File: config.mk
export PLATFORM = sky130hd
export DESIGN_NAME = shift_add_mult_4b
export DESIGN_NICKNAME = d
export VERILOG_FILES = /design/src/rtl/shift_add_mult_4b.sv
export SDC_FILE = /design/constraint.sdc
export NUM_CORES = 1
export LEC_CHECK = 0
export ABC_AREA = 1
export CAP_MARGIN = 20
export CORE_UTILIZATION = 52
export DETAILED_ROUTE_END_ITERATION = 12
export PLACE_DENSITY_LB_ADDON = 0.05
export SYNTH_ARGS = -nofsm -noshare
export SYNTH_HDL_FRONTEND = slang
export SYNTH_HIERARCHICAL = 1
export SYNTH_SLANG_ARGS = --single-unit
File: constraint.sdc
create_clock -name clk -period 4 [get_ports clk]
set_clock_uncertainty 0.2 [all_clocks]
set_input_delay 0.4 -clock clk [delete_from_list [all_inputs] [get_ports clk]]
set_output_delay 0.4 -clock clk [all_outputs]
set_load 0.005 [all_outputs]
File: src/rtl/shift_add_mult_4b.sv
`timescale 1ns/1ps
`default_nettype none
// ============================================================================
// Module   : shift_add_mult_4b (with leaf adder_4b)
// Brief    : Sequential 4x4 unsigned shift-add multiplier around one 4-bit
//            ripple adder. Optional macro MULT_EARLY_TERM_EN collapses the
//            trailing zero-bit iterations into one combined shift.
// Revision : 1.0 - initial release
// ============================================================================

module adder_4b (
    input  logic [3:0] num1,
    input  logic [3:0] num2,
    output logic [3:0] out,
    output logic       cout
);
    logic [4:0] w_carry;

    assign w_carry[0] = 1'b0;

    for (genvar i = 0; i < 4; i++) begin : g_bit
        assign out[i]       = num1[i] ^ num2[i] ^ w_carry[i];
        assign w_carry[i+1] = (num1[i] & num2[i]) | (w_carry[i] & (num1[i] ^ num2[i]));
    end

    assign cout = w_carry[4];
endmodule

module shift_add_mult_4b #(
    parameter int DONE_HOLD = 0
) (
    input  logic       clk,
    input  logic       rst_n,
    input  logic       start,
    input  logic [3:0] a,
    input  logic [3:0] b,
    output logic [7:0] product,
    output logic       busy,
    output logic       done
);
    localparam logic [1:0] S_IDLE = 2'd0;
    localparam logic [1:0] S_RUN  = 2'd1;
    localparam logic [1:0] S_FIN  = 2'd2;

    logic [1:0] state_q, state_d;
    logic [3:0] m_q,     m_d;
    logic [3:0] acc_q,   acc_d;
    logic [3:0] qreg_q,  qreg_d;
    logic [2:0] cnt_q,   cnt_d;
    logic       busy_q,  busy_d;
    logic       done_q,  done_d;

    logic [3:0] w_addend;
    logic [3:0] w_sum;
    logic       w_cout;
    logic [8:0] w_ext;
    logic [7:0] w_shifted;
    logic [2:0] w_shamt;
    logic       w_last;

    assign w_addend = qreg_q[0] ? m_q : 4'h0;

    adder_4b u_adder (
        .num1 (acc_q),
        .num2 (w_addend),
        .out  (w_sum),
        .cout (w_cout)
    );

    // Carry is shifted straight into A[3] in the same cycle, so the {C,A,Q}
    // carry bit never needs to outlive the cycle and has no flop of its own.
    assign w_ext = {w_cout, w_sum, qreg_q};

`ifdef MULT_EARLY_TERM_EN
    logic [3:0] w_pending;
    logic       w_rest_zero;

    // Unconsumed multiplier bits sit in Q[3-cnt:1]; once they are all zero
    // the remaining iterations are pure shifts and can be done at once.
    assign w_pending   = (qreg_q >> 1) & (4'b0111 >> cnt_q);
    assign w_rest_zero = (w_pending == 4'h0);
    assign w_shamt     = w_rest_zero ? (3'd4 - cnt_q) : 3'd1;
    assign w_last      = w_rest_zero || (cnt_q == 3'd3);
`else
    assign w_shamt     = 3'd1;
    assign w_last      = (cnt_q == 3'd3);
`endif

    assign w_shifted = 8'(w_ext >> w_shamt);

    always_comb begin
        state_d = state_q;
        m_d     = m_q;
        acc_d   = acc_q;
        qreg_d  = qreg_q;
        cnt_d   = cnt_q;
        busy_d  = busy_q;
        done_d  = done_q;
        case (state_q)
            S_IDLE: begin
                if (start) begin
                    m_d     = a;
                    qreg_d  = b;
                    acc_d   = 4'h0;
                    cnt_d   = 3'd0;
                    busy_d  = 1'b1;
                    done_d  = 1'b0;
                    state_d = S_RUN;
                end else if (DONE_HOLD == 0) begin
                    done_d  = 1'b0;
                end
            end
            S_RUN: begin
                acc_d  = w_shifted[7:4];
                qreg_d = w_shifted[3:0];
                cnt_d  = cnt_q + 3'd1;
                if (w_last) begin
                    state_d = S_FIN;
                end
            end
            S_FIN: begin
                busy_d  = 1'b0;
                done_d  = 1'b1;
                state_d = S_IDLE;
            end
            default: begin
                busy_d  = 1'b0;
                done_d  = 1'b0;
                state_d = S_IDLE;
            end
        endcase
    end

    always_ff @(posedge clk or negedge rst_n) begin
        if (!rst_n) begin
            state_q <= S_IDLE;
            m_q     <= 4'h0;
            acc_q   <= 4'h0;
            qreg_q  <= 4'h0;
            cnt_q   <= 3'd0;
            busy_q  <= 1'b0;
            done_q  <= 1'b0;
        end else begin
            state_q <= state_d;
            m_q     <= m_d;
            acc_q   <= acc_d;
            qreg_q  <= qreg_d;
            cnt_q   <= cnt_d;
            busy_q  <= busy_d;
            done_q  <= done_d;
        end
    end

    assign product = {acc_q, qreg_q};
    assign busy    = busy_q;
    assign done    = done_q;
endmodule

`default_nettype wire

==> flow_summary_export.csv <==
group,metric,value,unit
outcome,status,"finished, final reports clean",
critical_path,worstSetupPathType,"reg -> reg",
finish,n_antenna_cell,0,
job,drv_cap,0,
drt,wl_per_cell,10.4,um
clocking,clk-insertion-delay-late,0.30,ns
clocking,ctsResizeCount,0,
drt,routed_via_density,4.80,
die,start_util,55.6,%
finish,nets,154,
die,rows,15,
global_route,grtUsageTotal,19.7,%
drt,dr.pass1.iters,4,
global_route,grt_start_max_net_pins,20,
yosys,avgSynthCellArea,8.34,um2
clocking,clock_sinks,19,
yosys,synth_top_area_share,49.5,%
yosys,syn-num-nets,132,
finish,nFillCells,164,
yosys,yosysTopAreaCell,"dfrtp_1",
timing,relSlewSlack,45.2,%
finish,syn_to_final_growth,24.5,%
critical_path,r2r_cells,12,
die,die_w,45.0,um
yosys,synth-seq-cells,19,
critical_path,rrSetupSlack,1.70,ns
finish,regArea,475,um2
yosys,synthCells,115,
timing,worstMarginPinSlew,0.819,ns
critical_path,critPathMaxFanout,6,
global_route,grt_pass1_wl,2.82,mm
critical_path,startpoint_type,"flip-flop",
drt,num_vias,773,
critical_path,r2r-start,"qreg_q[0]",
die,die-area,2020,um2
pwr,leakage,0.639,nW
die,core_area,1730,um2
clocking,cts_made_buffers,3,
die,die_y,45.0,um
critical_path,arrival,2.30,ns
timing,setup_tns,0,ns
placed_design,io_buffer_count,20,
pwr,power.density,658,nW/um2
timing,finalHoldViolations,0,
placed_design,gp_congestion,0.775,
drt,drt_iter0_drc,20,
finish,fin_util,69.2,%
timing,min_period,2.30,ns
clocking,cts-hold-fix-buffers,0,
global_route,antenna_found_initial,0,
die,ios,21,
critical_path,end_kind,"flip-flop",
drt,drt_wl_total,1.68,mm
timing,period_share,57.4,%
yosys,yosysUniqueCellTypes,13,
critical_path,worstPathRequired,4.00,ns
clocking,cts_tree,"built",
pwr,power,0.786,mW
min_path,min_path_type,"reg -> reg",
clocking,cts_root_buf,"clkbuf_4",
min_path,min_path_cells,2,
clocking,cts-htree-levels,1,
yosys,yosysWarningCount,6,
timing,holdWs,0.287,ns
clocking,clk_transition_reported_paths,0.11,ns
pwr,vdd_drop_max,0.422,mV
finish,drive_gt1_share,4.41,%
clocking,clockBufferDepth,2,
yosys,ys_seq_area_share,49.5,%
yosys,syn_area,960,um2
clocking,cts_setup_buffers,0,
timing,rsz0062_at_grt,"no",
placed_design,place_hpwl,1.22,mm
global_route,grt_pass1_vias,669,
timing,slew_viol_final,0,
timing,finalSetupViolations,0,
drt,antenna_left,0,
critical_path,r2r_end,"acc_q[2]",
timing,timing.fmax,0.435,GHz
min_path,min_to,"cnt_q[1]",
finish,multi_input_area,390,um2
min_path,min_from,"cnt_q[1]",
drt,drc_errors,0,
yosys,synth.area.top_cells,"dfrtp_1 (50%), nand2_1 (19%), inv_1 (7.0%)",
global_route,overflow,0,
-- worst max-delay path, stage by stage, from the launching register on --
cell and delay [ns]:
dfrtp_1 0.43, nand2_1 0.07, inv_1 0.06, ha_1 0.13
inv_1 0.05, fa_1 0.35, inv_1 0.08, fa_1 0.16
inv_1 0.05, fa_1 0.47, inv_1 0.04, nand3_1 0.06
nand2_1 0.06
-- sequential cells by signal (all words and copies together), names as in the netlist --
name	flops
busy	1
acc_q	4
qreg_q	4
cnt_q	3
m_q	4
done	1
state_q	2
-- worst max path at each step --
| stage | start | endpoint | slack [ns] | cells past startpoint |
|---|---|---|---|---|
| after floorplan | qreg_q[0] | acc_q[2] | 1.81 | 12 |
| after global placement | qreg_q[0] | acc_q[2] | 1.78 | 12 |
| after detailed placement | qreg_q[0] | acc_q[2] | 1.70 | 12 |
| after CTS | qreg_q[0] | acc_q[2] | 1.68 | 12 |
| after global routing | qreg_q[0] | acc_q[2] | 1.56 | 12 |
| final | qreg_q[0] | acc_q[2] | 1.70 | 12 |
-- cell usage after synthesis (all sizes together) --
| cell type | n |
|---|---|
| o21ai | 4 |
| nor2 | 2 |
| nand3 | 13 |
| ha | 3 |
| dfrtp | 19 |
| fa | 3 |
| a21oi | 1 |
| nand2 | 49 |
| inv | 18 |
| buf | 3 |
-- layout by cell type (no fill, tap or decap) --
| cell type | count |
|---|---|
| o21ai_2 | 1 |
| ha_1 | 3 |
| fa_1 | 3 |
| nand3_1 | 13 |
| o21ai_0 | 3 |
| clkinvlp_4 | 1 |
| clkdlybuf4s50_1 | 20 |
| clkbuf_4 | 3 |
| nor2_1 | 1 |
| a21oi_1 | 1 |
| nor2_4 | 1 |
| inv_1 | 18 |
| dfrtp_1 | 19 |
| nand2_1 | 49 |
-- metrics by stage --
step | cell area (um2) | setup WS (ns) | instances
after floorplan | 960 | 1.81 | 115
after global routing | 1190 | 1.56 | 161
after CTS | 1190 | 1.68 | 161
final | 1190 | 1.70 | 161
after global placement | 1160 | 1.78 | 157
after detailed placement | 1160 | 1.70 | 157
-- cells by family (layout without fill, tap and decap cells) --
logic type,count (synthesis),in the layout,share of synthesized area (%)
compound gates,5,5,3.00
fa+ha+maj,6,6,10.2
buf+inv,21,42,9.78
flops,19,19,49.5
simple gates,64,64,27.5
-- per-layer routing --
metal  vias up  GRT usage, %  share of wire (%)
li1        389             -                  -
met1       361          24.7                 47
met2        21          32.8                 47
met3         2          4.80                5.0
met4         0          7.27                1.1
met5         -             0                  0
-- where the power goes --
| part | total, mW | internal, mW | switching [mW] |
|---|---|---|---|
| clock | 0.101 | 0.0381 | 0.0627 |
| sequential | 0.348 | 0.273 | 0.0748 |
| combinational | 0.337 | 0.164 | 0.173 |
| total | 0.786 | 0.475 | 0.310 |
-- cell type report --
class / count / share of cell area [%]
clock buffer: 3 / 1.88
clock inverter: 1 / 0.628
inverter: 18 / 5.65
multi-input combinational: 75 / 32.7
sequential: 19 / 39.8
tap: 25 / 2.62
timing repair buffer: 20 / 16.8
Note: power is estimated with default switching activity, not from simulation.
